===== src/rtl/video_fetch_seq.sv =====
// Per-line DRAM word fetch sequencer for the video pipeline: frame-shadowed mode
// config, row/column tracking and per-mode address generation.
module video_fetch_seq #(
    parameter int ADDR_W = 21,
    parameter int ROW_W  = 9,
    parameter int COL_W  = 8
) (
    input  logic              clk,
    input  logic              rst_n,
    input  logic              frame_start,
    input  logic              line_start,
    input  logic              line_active,
    input  logic [7:0]        vconf,
    input  logic [7:0]        vpage,
    input  logic [ROW_W-1:0]  y_offs,
    input  logic              fetch_ack,
    input  logic [15:0]       fetch_data,
    output logic              fetch_req,
    output logic [ADDR_W-1:0] fetch_addr,
    output logic              line_done,
    output logic              overrun,
    output logic [1:0]        act_vmod,
    output logic [1:0]        act_rres
);

    // state | meaning
    // IDLE  | no line in progress since frame start, reset or abort
    // REQ   | fetching words of the current line, fetch_req high
    // DONE  | last word of the line acked, waiting for the next line
    typedef enum logic [1:0] {
        ST_IDLE = 2'd0,
        ST_REQ  = 2'd1,
        ST_DONE = 2'd2
    } state_t;

    state_t state_q, state_d;

    logic [1:0]       vmod_q, vmod_d;
    logic [1:0]       rres_q, rres_d;
    logic [7:0]       vpage_q, vpage_d;
    logic [ROW_W-1:0] yoffs_q, yoffs_d;
    logic [ROW_W-1:0] row_q, row_d;
    logic [ROW_W-1:0] eff_row_q, eff_row_d;
    logic [COL_W-1:0] col_q, col_d;
    logic [15:0]      chr_q, chr_d;
    logic             line_done_q, line_done_d;
    logic             overrun_q, overrun_d;

    logic [8:0]       width_px;
    logic [COL_W-1:0] words;
    logic             last_word;
    logic             ack_taken;
    logic [8:0]       r9;
    logic [7:0]       c8;
    logic [20:0]      addr21;
    logic             unused_vconf;

    assign unused_vconf = ^vconf[5:2];

    always_comb begin
        case (rres_q)
            2'd0:    width_px = 9'd256;
            2'd3:    width_px = 9'd360;
            default: width_px = 9'd320;
        endcase
        case (vmod_q)
            2'd0:    words = COL_W'(width_px >> 3);
            2'd2:    words = COL_W'(width_px >> 1);
            default: words = COL_W'(width_px >> 2);
        endcase
    end

    assign last_word = (col_q == words - COL_W'(1));
    assign ack_taken = (state_q == ST_REQ) && fetch_ack;

    always_ff @(posedge clk) begin
        if (!rst_n) begin
            state_q <= ST_IDLE;
        end else begin
            state_q <= state_d;
        end
    end

    always_comb begin
        state_d = state_q;
        if (frame_start) begin
            state_d = ST_IDLE;
        end else begin
            case (state_q)
                ST_IDLE, ST_DONE: begin
                    if (line_start && line_active) begin
                        state_d = ST_REQ;
                    end
                end
                ST_REQ: begin
                    if (line_start) begin
                        state_d = line_active ? ST_REQ : ST_IDLE;
                    end else if (fetch_ack && last_word) begin
                        state_d = ST_DONE;
                    end
                end
                default: state_d = ST_IDLE;
            endcase
        end
    end

    always_comb begin
        vmod_d      = vmod_q;
        rres_d      = rres_q;
        vpage_d     = vpage_q;
        yoffs_d     = yoffs_q;
        row_d       = row_q;
        eff_row_d   = eff_row_q;
        col_d       = col_q;
        chr_d       = chr_q;
        overrun_d   = overrun_q;
        line_done_d = ack_taken && last_word && !frame_start;

        // An ack in the same cycle as a restart is consumed before the column clears.
        if (ack_taken) begin
            col_d = col_q + COL_W'(1);
            if (col_q[1:0] == 2'b00) begin
                chr_d = fetch_data;
            end
        end

        if (frame_start) begin
            vmod_d  = vconf[1:0];
            rres_d  = vconf[7:6];
            vpage_d = vpage;
            yoffs_d = y_offs;
            row_d   = '0;
        end else if (line_start && line_active) begin
            row_d     = row_q + ROW_W'(1);
            eff_row_d = row_q + yoffs_q;
            col_d     = '0;
        end

        if ((state_q == ST_REQ) && line_start) begin
            overrun_d = 1'b1;
        end else if (frame_start) begin
            overrun_d = 1'b0;
        end
    end

    always_ff @(posedge clk) begin
        if (!rst_n) begin
            vmod_q      <= 2'd0;
            rres_q      <= 2'd0;
            vpage_q     <= 8'd0;
            yoffs_q     <= '0;
            row_q       <= '0;
            eff_row_q   <= '0;
            col_q       <= '0;
            chr_q       <= 16'd0;
            line_done_q <= 1'b0;
            overrun_q   <= 1'b0;
        end else begin
            vmod_q      <= vmod_d;
            rres_q      <= rres_d;
            vpage_q     <= vpage_d;
            yoffs_q     <= yoffs_d;
            row_q       <= row_d;
            eff_row_q   <= eff_row_d;
            col_q       <= col_d;
            chr_q       <= chr_d;
            line_done_q <= line_done_d;
            overrun_q   <= overrun_d;
        end
    end

    // Address depends only on registers that move on an ack, so it is stable under a stall.
    always_comb begin
        r9 = 9'(eff_row_q);
        c8 = 8'(col_q);
        case (vmod_q)
            2'd0: begin
                if (!c8[0]) begin
                    addr21 = {vpage_q, 1'b0, r9[7:6], r9[2:0], r9[5:3], c8[4:1]};
                end else begin
                    addr21 = {vpage_q, 1'b0, 3'b110, r9[7:3], c8[4:1]};
                end
            end
            2'd1: addr21 = {vpage_q[7:3], r9[8:0], c8[6:0]};
            2'd2: addr21 = {vpage_q[7:4], r9[8:0], c8[7:0]};
            default: begin
                case (c8[1:0])
                    2'd0:    addr21 = {vpage_q, r9[8:3], 1'b0, c8[7:2]};
                    2'd1:    addr21 = {vpage_q, r9[8:3], 1'b1, c8[7:2]};
                    2'd2:    addr21 = {vpage_q[7:1], ~vpage_q[0], 3'b000, chr_q[7:0], r9[2:1]};
                    default: addr21 = {vpage_q[7:1], ~vpage_q[0], 3'b000, chr_q[15:8], r9[2:1]};
                endcase
            end
        endcase
    end

    always_comb begin
        fetch_req  = (state_q == ST_REQ);
        fetch_addr = ADDR_W'(addr21);
        line_done  = line_done_q;
        overrun    = overrun_q;
        act_vmod   = vmod_q;
        act_rres   = rres_q;
    end

endmodule


===== config.mk =====
export PLATFORM = sky130hd
export DESIGN_NAME = video_fetch_seq
export DESIGN_NICKNAME = d
export VERILOG_FILES = /design/src/rtl/video_fetch_seq.sv
export SDC_FILE = /design/constraint.sdc
export NUM_CORES = 1
export LEC_CHECK = 0
export BUFFER_PORTS_ARGS = -buffer_cell sky130_fd_sc_hd__buf_2
export CORE_ASPECT_RATIO = 0.6
export CORE_MARGIN = 4
export CORE_UTILIZATION = 55
export DETAILED_ROUTE_END_ITERATION = 10
export PLACE_DENSITY_LB_ADDON = 0.1
export SLEW_MARGIN = 0
export SYNTH_ARGS = -nofsm -noshare
export SYNTH_HDL_FRONTEND = slang
export SYNTH_SLANG_ARGS = --single-unit

===== constraint.sdc =====
create_clock -name clk -period 2.3 [get_ports clk]
set_input_delay 0.115 -clock clk [delete_from_list [all_inputs] [get_ports clk]]
set_output_delay 0.115 -clock clk [all_outputs]
set_load 0.01 [all_outputs]

=== Word-level counts from Yosys, hierarchy flattened ===
Index checks and enable logic that the tools add are counted.

* $add $sub $neg: 4
* Eq/ne operators: 10
* Mux-type cells: 15
* Bitwise gates (word level): 3
* Reductions and logical operators: 17

{| class="wikitable"
|+ Operators with widths
! cell !! count
|-
| 17-bit one-hot mux with 3 select lines || 1
|-
| 14-bit one-hot mux with 3 select lines || 1
|-
| 8-bit 2-to-1 mux || 3
|-
| 8-bit one-hot mux with 2 select lines || 1
|-
| 7-bit one-hot mux with 2 select lines || 1
|-
| 12-bit 2-to-1 mux || 1
|-
| 9-bit by 1-bit adder with 9-bit output (second input constant) || 1
|-
| 9-bit adder || 1
|-
| 8-bit by 1-bit adder with 8-bit output (second input constant) || 1
|-
| 2-bit equality test (second input constant) || 4
|-
| 8-bit equality test || 1
|-
| 2-bit logical NOT || 4
|-
| 8-bit by 1-bit subtractor with 8-bit output (second input constant) || 1
|-
| 2-bit by 1-bit equality test with 1-bit output (second input constant) || 3
|-
| 1-bit logical AND || 6
|-
| 2-bit 2-to-1 mux || 3
|-
| 2-bit AND reduction || 3
|-
| 2-bit one-hot mux with 2 select lines || 1
|-
| 2-bit OR reduction || 2
|-
| 1-bit 2-to-1 mux || 3
|-
| 3-bit by 2-bit != test with 1-bit output (second input constant) || 1
|-
| 1-bit NOT || 3
|-
| 2-bit != test (second input constant) || 1
|-
| 2-bit nonzero test || 1
|-
| 1-bit logical NOT || 1
|}

* Flip-flop bits (word level): 67
* Input port bits: 47
* Output and inout port bits: 28
* Logic and storage cells: 60

=== Depth between registers and ports, before layout ===
Gate-level depths: netlist of run 1.

* Word-level depth: 9
* Gate-level depth with buffers: 9
* Gate-level depth less buffers: 9

=== Least setup slack after synthesis of run 1 ===
Ideal clock, no wire load.

* Path kind: flip-flop to output port
* From: register col_q[0] (netlist: c8[0])
* To: output fetch_addr[13]
* Arrival time: 2041 ps
* Required time: 2185 ps
* Setup slack: 144 ps
* Cell stages (with the launch flop): 10
* Path buffers: 2
* Cell sequence: dfxtp_1 buf_2 inv_1 ha_1 or2_2 clkbuf_1 nor2b_1 nand2_1 o21ai_0 mux4_2

* Longest elaborated chain between the ends: 3
* Elaborated cells on any way between the ends: 5
* Classes of those cells: eq/ne (2); mux (2); reduce/logical (1)

{| class="wikitable"
|+ Ends and longest elaborated chain
! what !! line !! RTL
|-
| start: declaration || 44 || <nowiki>logic [COL_W-1:0] col_q, col_d;</nowiki>
|-
| start signal: assignment || 165 || <nowiki>col_q <= col_d;</nowiki>
|-
| 2-bit equality test (tied with other cells) || 187 || <nowiki>case (c8[1:0])</nowiki>
|-
| 14-bit one-hot mux with 3 select lines * || 187 ||
|-
| 17-bit one-hot mux with 3 select lines * || 176 || <nowiki>case (vmod_q)</nowiki>
|-
| end: declaration || 19 || <nowiki>output logic [ADDR_W-1:0] fetch_addr,</nowiki>
|}

Every way passes the cells marked *; elsewhere a longest branch is shown, timed or not.

=== Worst setup path in the final report of run 1 ===
* From: register col_q[1] (netlist: c8[1])
* To: output fetch_addr[13]

The elaborated chain is that of the path after synthesis.

==> qor.txt, run 1 <==
Post-Route WL - 10.17 mm
Crit path launch type - flop
Starting density of the core - 58.08%
Final setup violation count - 0
Worst-skew pair later-pin latency - 0.33 ns
Multi-input logic area - 2340 µm²
Pin count of the biggest net entering global routing - 28
Leakage power - 1.913 nW
Die height - 73.74 µm
Worst flop-to-flop path startpoint - row_q[0]
FF+latch area - 1346 µm²
Relative slew margins - 60.16%
FF+latch count, synth - 67
Final antenna-violating net count - 0
Final Hold Viols - 0
Setup CP Type - flop to primary output
Hold Path Origin - fetch_data[4]
Syn_area_per_cell - 8.287 µm²
Total gr overflow - 0
Peak VDD IR - 404.5 µV
CTS tree - built
I/O pin count - 75
Fin Setup TNS - 0 ns
Routability cong. - 0.8674
Max cap viols - 0
Post-synth top flop - dfxtp_1
Flop2flop setup slack - 0.20 ns
# diodes - 0
Setup crit end kind - primary output
Die ar. - 8668 µm²
I/O Buffers - 70
Hpwl dp - 7.358 mm
Final slew viol count - 0
Number of global-route vias before repair - 3257
Cell family with most CP delay - multiplexers
DR pass1 iterations - 7
Ratio of cells with drive above 1 in the final layout - 22.49%
Total nets after synthesis - 539
Cell Chain, Critical Path - buf_4, ha_1, nor2_1, o21ai_0, mux4_2, buf_6
Outcome - complete, no violations
Hold Path Class - primary input to flop
First-pass GRT wire length - 16.59 mm
Vias per std cell - 5.693
Leading area contributor after synthesis - dfxtp_1
Hold path depth - 3
Critical path buffers and inverters - 2
Core area - 6820 µm²
Slowest-stage cell, CP - mux4_2
CTS Buffer Depth - 2
Top area cells in the synthesized netlist - dfxtp_1 34%, mux2i_1 6.3%, nand2_1 6.2%
Part of the cycle the worst path needs - 96.08%
Wirelength per Cell - 16.28 µm
F_max - 452.5 MHz
Async SR Flop Fraction - 0%
Post-synthesis cell count - 478
Share of the synthesized area in the top cell type - 33.86%
Synthesized area - 3961 µm²
Depth of the most critical reg-to-reg path - 9
Hold buffers post-CTS - 0
Fin Clk Skew - 0.006028 ns
Clock slew at reported path FFs - 0.05 ns
Total Routing Usage GR - 24.08%
Antenna violations before repair - 0
FP Rows - 23
Minimum clock period - 2.210 ns
# H-tree levels - 3
Post-synthesis sequential area ratio - 33.86%
EDFF count, synth - 0
Initial DRC Count - 313
CP max FO - 10
Synth-to-layout area growth - 16.99%
Critical Path RT - 2.18 ns
Final Util - 67.95%
Hold endpoint - chr_q[4]
RSZ-0062 raised after global routing - no
FF-to-FF End - eff_row_q[6]
Remaining DRCs - 0
Clock sinks - 67
Synth cell types - 67
Worst Path Arrival - 2.09 ns
Via count - 3558
Filler cell count - 581
Max incr delay on CP - 0.48 ns
Worst-margin pin slew - 0.5968 ns
Overall power - 2.945 mW
CTS Buf Count - 9
Yosys warns - 0
CTS root buf - clkbuf_16
Fin nets - 595
Chip width - 117.6 µm
Cell Pwr Density - 635.4 nW/µm²
==> placed cells by master, fill, tap and decap left out, types with 5 or more instances in the layout <==
cell type,instances
a22o_1,7
nand4_1,7
clkbuf_16,9
nor3_1,7
mux2i_1,25
nor2_1,26
a31oi_1,5
a21boi_0,17
a21oi_1,27
xnor2_1,9
and3_1,5
o22ai_1,10
buf_4,17
o21ai_0,23
ha_1,10
a22oi_1,7
inv_1,13
buf_2,69
xor2_1,11
nand2b_1,7
nand2_1,65
dfxtp_1,65
nor2b_1,25
or3_1,5
o211ai_1,7
==> metal layers <==
layer | vias up | wire length (µm) | track usage (%)
met5 | - | 0 | 0
met3 | 12 | 823 | 7.462
met4 | 0 | 116 | 7.013
met1 | 1627 | 5299 | 36.00
met2 | 125 | 3933 | 32.80
li1 | 1794 | - | -
==> registers in the layout, indices dropped and copies added, names as in the netlist, 8 cells and up <==
name / flops
eff_row_q: 9
c8: 8
vpage_q: 8
yoffs_q: 9
chr_q: 16
row_q: 9
==> power by group <==
part / internal (mW) / leakage, nW / switching (mW) / total (mW)
clock network: 0.891 / 0.146 / 0.491 / 1.38
logic: 0.156 / 1.22 / 0.176 / 0.332
registers: 1.19 / 0.546 / 0.0392 / 1.23
total: 2.24 / 1.91 / 0.706 / 2.94
==> worst max path at each step <==
stage	from	to	slack, ns	cells past startpoint
2_1_floorplan	c8[0]	fetch_addr[13]	0.14	9
3_3_place_gp	row_q[0]	eff_row_q[6]	0.24	9
3_5_place_dp	row_q[0]	eff_row_q[6]	0.15	9
4_1_cts	act_vmod[1]	fetch_addr[3]	0.007	6
5_1_grt	c8[1]	fetch_addr[13]	0.01	6
6_report	c8[1]	fetch_addr[13]	0.09	6
==> cell type report <==
cell class                 count  share of cell area [%]
sequential                    67                   29.05
tap                           87                   2.349
clock buffer                  13                   5.616
clock inverter                 2                  0.7559
multi-input combinational    354                   50.49
timing repair buffer          87                   10.45
inverter                      15                   1.296
==> Yosys cell counts (2+ instances only) <==
cell       n
a21boi_0  17
a21o_1     3
a21oi_1   27
a22o_1     7
a22oi_1    7
a31oi_1    5
and3_1     5
buf_2      7
buf_4      5
buf_6      4
clkbuf_1  20
clkbuf_2   2
clkbuf_8   2
dfxtp_1   67
ha_1      13
inv_1     13
mux2i_1   25
nand2_1   65
nand2b_1   7
nand3_1    3
nand4_1    7
nor2_1    26
nor2b_1   26
nor3_1     7
o211ai_1   7
o21a_1     3
o21ai_0   23
o21ai_1    2
o22ai_1   10
o32ai_1    2
o41ai_1    3
or3_1      5
xnor2_1    9
xor2_1    11
==> worst reg2reg max path, cell delays in order (launching register included) <==
cell and delay, ns:
dfxtp_1 0.40, ha_1 0.21, inv_1 0.06, fa_1 0.40, nor2b_1 0.12, o21ai_1 0.09
a21boi_2 0.22, o21a_1 0.14, o21ai_0 0.08, a32o_1 0.27
==> kinds of logic after synthesis <==
logic type	Yosys count	share of synthesized area, %
flops	67	33.86
compound gates	130	21.73
mux	26	6.886
simple gates	163	20.59
fa+ha+maj	15	4.896
buf+inv	57	7.612
xor+xnor	20	4.422
==> metrics by stage <==
| step | instance area, µm² | setup WS, ns | hold WS [ns] | cells |
|---|---|---|---|---|
| 4_1_cts | 4593 | 0.007002 | 0.02278 | 622 |
| 3_5_place_dp | 4273 | 0.1544 | 0.3775 | 606 |
| 5_1_grt | 4634 | 0.01187 | 0.02817 | 625 |
| 2_1_floorplan | 3961 | 0.1443 | 0.2599 | 478 |
| 6_report | 4634 | 0.09007 | 0.02915 | 625 |
| 3_3_place_gp | 4273 | 0.2352 | 0.3638 | 606 |
==> repair_timing <==
item / in CTS / in global routing
resized for setup: 5 / 7
setup endpoints to repair: 1 / 14
setup buffers: 1 / 3
Power figures use the tool's default switching activity.
==> inputs of run 2 (changes only) <==
--- a/config.mk
+++ b/config.mk
@@ -10,6 +10,7 @@
 export CORE_MARGIN = 4
 export CORE_UTILIZATION = 55
 export DETAILED_ROUTE_END_ITERATION = 10
+export HOLD_SLACK_MARGIN = 0.12
 export PLACE_DENSITY_LB_ADDON = 0.1
 export SLEW_MARGIN = 0
 export SYNTH_ARGS = -nofsm -noshare
==> run 2 against run 1 <==
  * Critical path depth unchanged
  * Wire length up 5.3%
  * Global-route usage up 1.9 points
  * Final area up 8.2%
  * Critical path type unchanged
  * Combinational power up 16%
  * Final cell count up 6.1%
  * First-iteration DRC count down 3.5%
  * Sequential cell count unchanged
  * Maximum frequency about the same
  * Critical endpoint unchanged
  * Register-to-register slack about the same
==> qor.txt, run 2 (synthesis gave the netlist of run 1 again) <==
Starting density of the core - 58.08% (unchanged)
First-pass GRT wire length - 17.95 mm (+8.2%)
Number of global-route vias before repair - 3487 (+7.1%)
Leakage power - 2.072 nW (+8.3%)
Die ar. - 8668 µm² (unchanged)
CTS Buf Count - 9 (unchanged)
Final Cell Area - 5015 µm² (+8.2%)
Commonest cells after routing, fill and taps aside - 69 x buf_2, 65 x nand2_1, 65 x dfxtp_1
Die height - 73.74 µm (unchanged)
Worst Path Arrival - 2.09 ns (about the same)
Antenna violations before repair - 0 (unchanged)
FP Rows - 23 (unchanged)
Via count - 3730 (+4.8%)
# H-tree levels - 3 (unchanged)
Routability cong. - 0.8674 (unchanged)
Sw Share - 23.81% (-0.16 points)
Post-Route WL - 10.72 mm (+5.3%)
Critical path buffers and inverters - 2 (unchanged)
Fin nets - 633 (+6.4%)
Worst flop-to-flop path startpoint - row_q[0]
Hold path depth - 2 (-1)
DR pass1 iterations - 6 (-1)
Remaining DRCs - 0 (unchanged)
Chip width - 117.6 µm (unchanged)
Critical Path End - fetch_addr[13]
Hpwl dp - 7.358 mm (unchanged)
CTS tree - built
Fin Clk Skew - 0.006838 ns (+0.0008102 ns)
Minimum clock period - 2.209 ns (-0.001426 ns)
Vias per std cell - 5.626 (-1.2%)
FF-to-FF End - eff_row_q[6]
I/O pin count - 75 (unchanged)
Post-DP Area - 4273 µm² (unchanged)
Initial DRC Count - 302 (-3.5%)
Cell Chain, Critical Path - buf_4, ha_1, nor2_1, o21ai_0, mux4_2, buf_6
CP max FO - 10 (unchanged)
Final setup violation count - 0 (unchanged)
CTS Buffer Depth - 2 (unchanged)
Core area - 6820 µm² (unchanged)
Peak VDD IR - 407.4 µV (+0.73%)
Ratio of cells with drive above 1 in the final layout - 21.01% (-1.5 points)
Clock power share - 46.0% (-0.9 points)
Part of the cycle the worst path needs - 96.02% (about the same)
Top reg by flops - chr_q
Setup CP Type - flop to primary output
CTS root buf - clkbuf_16
Cell family with most CP delay - multiplexers
Critical Path RT - 2.18 ns (about the same)
Wirelength per Cell - 16.16 µm (-0.69%)
Slowest-stage cell, CP - mux4_2
Total gr overflow - 0 (unchanged)
Final antenna-violating net count - 0 (unchanged)
CP startpoint - c8[1]
Worst-skew pair later-pin latency - 0.33 ns (about the same)
Crit path launch type - flop
Fin Setup TNS - 0 ns (unchanged)
Instance count on the critical path - 6 (unchanged)
Setup crit end kind - primary output
Final Hold Viols - 0 (unchanged)
Outcome - complete, no violations
Relative slew margins - 59.78% (-0.38 points)
Leading cell type in the layout, fill and taps excluded - buf_2
Max incr delay on CP - 0.48 ns (about the same)
Synth-to-layout area growth - 26.60%
Clock slew at reported path FFs - 0.05 ns (about the same)
F_max - 452.8 MHz (about the same)
Cell Pwr Density - 596.9 nW/µm² (-6.1%)
Clock sinks - 67 (unchanged)
Switching Power - 0.7126 mW (+0.97%)
# diodes - 0 (unchanged)
Flop2flop setup slack - 0.21 ns (about the same)
Depth of the most critical reg-to-reg path - 9 (unchanged)
Int Power - 2.281 mW (+1.9%)
Seq pwr share - 41.1% (-0.7 points)
I/O Buffers - 70 (unchanged)
Gate power share - 12.8% (+1.5 points)
RSZ-0062 raised after global routing - no
Hold Path Class - primary input to flop
Worst-margin pin slew - 0.6033 ns (+0.006560 ns)
Pin count of the biggest net entering global routing - 28 (unchanged)
Max cap viols - 0 (unchanged)
Final slew viol count - 0 (unchanged)
Total Routing Usage GR - 25.94% (+1.9 points)
Max reg flops - 16 (unchanged)
-- run 2: timing repair --
action                     4_1_cts  5_1_grt
hold endpoints to repair        38        0
hold buffers                    38        0
resized for setup                5        7
setup buffers                    1        3
setup endpoints to repair        1       15
cloned                           0        0
-- run 2: worst register-to-register path, cell delays in order (launching register included) --
cell and delay [ns]:
dfxtp_1 0.40, ha_1 0.20, inv_1 0.06, fa_1 0.40, nor2b_1 0.12, o21ai_1 0.09, a21boi_2 0.22, o21a_1 0.14
o21ai_0 0.08, a32o_1 0.27
-- run 2: worst min path at each step --
stage / start / end
floorplan: fetch_data[10] / chr_q[10]
global route: rst_n / yoffs_q[1]
global placement: fetch_data[8] / chr_q[8]
detailed placement: fetch_data[2] / chr_q[2]
CTS: rst_n / yoffs_q[1]
finish: rst_n / act_vmod[1]
-- run 2: power by group through the flow --
stage | combinational [mW] | sequential (mW) | clock (mW)
after floorplan | 0.234 | 1.24 | 0
after global placement | 0.313 | 1.25 | 0
after detailed placement | 0.321 | 1.25 | 0
after CTS | 0.374 | 1.23 | 1.39
after global routing | 0.423 | 1.24 | 1.44
final | 0.385 | 1.23 | 1.38
-- run 2: through the flow --
step / hold WS, ns / utilization, % / total power, mW / cells / setup slack (ns)
6_report: 0.1870 / 73.53 / 2.993 / 663 / 0.09149
5_1_grt: 0.1847 / 73.53 / 3.099 / 663 / 0.01446
4_1_cts: 0.1752 / 72.92 / 2.998 / 660 / 0.007002
3_5_place_dp: 0.3775 / 62.65 / 1.575 / 606 / 0.1544
3_3_place_gp: 0.3638 / 62.65 / 1.565 / 606 / 0.2352
2_1_floorplan: 0.2599 / - / 1.470 / 478 / 0.1443
-- run 2: final cells by class --
type	count	area, µm²
inverters	15	60.06
fillers	517	1805
repair buffers	125	864.6
clock inverters	2	35.03
multi-input cells	354	2340
well taps	87	108.9
flip-flops and latches	67	1346
clock buffers	13	260.3
-- run 2: routing by layer --
metal  part of all wire [%]  track usage (%)  vias up  wire length [µm]
met2                     40            37.47      137              4304
met4                    1.1            7.013        0               114
li1                       -                -     1873                 -
met3                    7.9            7.846       13               843
met5                      0                0        -                 0
met1                     51            37.54     1707              5455
==> inputs of run 3 (changes only) <==
--- a/config.mk
+++ b/config.mk
@@ -10,8 +10,9 @@
 export CORE_MARGIN = 4
 export CORE_UTILIZATION = 55
 export DETAILED_ROUTE_END_ITERATION = 10
+export GPL_TIMING_DRIVEN = 0
 export HOLD_SLACK_MARGIN = 0.12
-export PLACE_DENSITY_LB_ADDON = 0.1
+export PLACE_DENSITY = 0.79
 export SLEW_MARGIN = 0
 export SYNTH_ARGS = -nofsm -noshare
 export SYNTH_HDL_FRONTEND = slang
==> run 3 against run 2 <==
  * Final area is 4.2% higher
  * Largest power group unchanged
  * Sequential power hardly changed
  * Wire length is 11% higher
  * Maximum frequency is 2.7% lower
  * Highest routed layer unchanged
==> qor.txt, run 3 (synthesis gave the netlist of run 1 again) <==
Outcome - complete, no violations
Relative slew margins - 42.57% (-17 points)
CTS Buf Count - 9 (unchanged)
Core area - 6820 µm² (unchanged)
Final slew viol count - 0 (unchanged)
Final antenna-violating net count - 0 (unchanged)
Cell Pwr Density - 577.9 nW/µm² (-3.2%)
I/O Buffers - 69 (-1.4%)
FF-to-FF End - eff_row_q[8]
Initial DRC Count - 396 (+31%)
Minimum clock period - 2.269 ns (+0.06050 ns)
F_max - 440.7 MHz (-2.7%)
Synth-to-layout area growth - 31.87%
Top routing layer in use - met4
Clock slew at reported path FFs - 0.05 ns (about the same)
Chip width - 117.6 µm (unchanged)
Final Hold Viols - 0 (unchanged)
Total gr overflow - 0 (unchanged)
Hold Path Origin - line_active
CTS Buffer Depth - 2 (unchanged)
Top reg by flops - chr_q
Remaining DRCs - 0 (unchanged)
Die height - 73.74 µm (unchanged)
Post-Route WL - 11.94 mm (+11%)
Clock sinks - 67 (unchanged)
Part of the cycle the worst path needs - 98.65% (+2.6 points)
Fin Clk Skew - 0.003104 ns (-0.003734 ns)
Hpwl dp - 8.100 mm (+10%)
Peak VDD IR - 524.5 µV (+29%)
Leakage power - 2.181 nW (+5.3%)
I/O pin count - 75 (unchanged)
Commonest cells after routing, fill and taps aside - 74 x buf_2, 65 x nand2_1, 65 x dfxtp_1
Number of global-route vias before repair - 3812 (+9.3%)
Critical Path RT - 2.18 ns (about the same)
CTS tree - built
Worst flop-to-flop path startpoint - row_q[0]
Total Routing Usage GR - 28.28% (+2.3 points)
Non-filler cells in the finished layout - 693 (+4.5%)
Worst-margin pin slew - 0.8557 ns (+0.2523 ns)
Leading cell type in the layout, fill and taps excluded - buf_2
Hold Path Class - primary input to flop
Pin count of the biggest net entering global routing - 12 (-57%)
DR pass1 iterations - 5 (-1)
Setup crit end kind - primary output
First-pass GRT wire length - 19.41 mm (+8.1%)
Hold path depth - 4 (+2)
Worst Path Arrival - 2.15 ns (+0.06 ns)
Worst-skew pair later-pin latency - 0.34 ns (about the same)
Crit path launch type - flop
Fin Setup TNS - 0 ns (unchanged)
Max cap viols - 0 (unchanged)
Met2 routed WL - 5.024 mm (+17%)
Flop2flop setup slack - 0.19 ns (-0.02 ns)
FP Rows - 23 (unchanged)
Via count - 4091 (+9.7%)
Ratio of cells with drive above 1 in the final layout - 23.43% (+2.4 points)
Hold endpoint - state_q[1]
Starting density of the core - 58.08% (unchanged)
Depth of the most critical reg-to-reg path - 9 (unchanged)
DP Cell Count - 634 (+4.6%)
WL met1 - 5.436 mm (-0.35%)
Setup CP Type - flop to primary output
Worst hold margin - 0.2703 ns (+0.08325 ns)
# H-tree levels - 3 (unchanged)
CTS root buf - clkbuf_16
Final setup violation count - 0 (unchanged)
Antenna violations before repair - 0 (unchanged)
Wirelength per Cell - 17.23 µm (+6.6%)
Vias per std cell - 5.903 (+4.9%)
Fin nets - 662 (+4.6%)
Max reg flops - 16 (unchanged)
Routability cong. - 0.9065 (+4.5%)
CP max FO - 5 (-5)
Die ar. - 8668 µm² (unchanged)
# diodes - 0 (unchanged)
Met3 wire length - 1.284 mm (+52%)
-- run 3: changes by cell type in the layout (fill, tap and decap cells not counted), moves of 5 or more --
cell      change
buf_2         +5
buf_4         -5
buf_6         +5
clkbuf_1     +13
clkbuf_2      +6
-- run 3: what timing repair did --
item	in CTS	in global routing
pin swaps	2	2
buffers inserted	4	3
resized for setup	14	20
endpoints found under the hold margin	38	0
hold buffers	38	0
endpoints found under the setup margin	14	18
-- run 3: power by group --
group / switching (mW) / internal, mW
clock network: 0.512 / 0.862
registers: 0.0257 / 1.19
logic: 0.215 / 0.212
total: 0.753 / 2.27
-- run 3: how the worst max path moves through the flow --
stage | start | to | depth (start not counted)
finish | c8[0] | fetch_addr[13] | 9
global route | c8[0] | fetch_addr[13] | 9
CTS | c8[1] | fetch_addr[13] | 9
detailed placement | c8[0] | fetch_addr[13] | 10
global placement | c8[0] | fetch_addr[13] | 10
floorplan | c8[0] | fetch_addr[13] | 9
-- run 3: cell type report --
cell class / instances / area [µm²]
clock inverter: 5 / 52.55
multi-input combinational: 354 / 2371
inverter: 15 / 58.81
clock buffer: 11 / 242.7
buffer: 40 / 259.0
fill: 489 / 1597
sequential: 67 / 1346
tap: 87 / 108.9
timing repair buffer: 114 / 784.5
-- run 3: worst max-delay path, cell delays in order, from the launching register on --
cell,delay (ns)
dfxtp_4,0.38
buf_6,0.11
inv_2,0.05
ha_4,0.16
or2_4,0.24
nor2b_4,0.15
nand2_1,0.06
o21ai_1,0.06
mux4_2,0.48
buf_6,0.14
-- run 3: per-layer routing --
layer	up-vias	track usage, %
met5	-	0
met4	0	10.00
met3	19	8.462
met2	228	42.84
met1	1921	38.61
li1	1923	-
-- run 3: through the flow --
| step | util [%] | total power [mW] | cell area, µm² | setup WS, ns |
|---|---|---|---|---|
| finish | 76.59 | 3.019 | 5224 | 0.03100 |
| detailed placement | 64.74 | 1.598 | 4415 | -0.2728 |
| global route | 76.59 | 3.123 | 5224 | -0.01291 |
| floorplan | - | 1.470 | 3961 | 0.1443 |
| global placement | 64.74 | 1.587 | 4415 | -0.1980 |
| CTS | 75.58 | 3.010 | 5155 | 0.008432 |
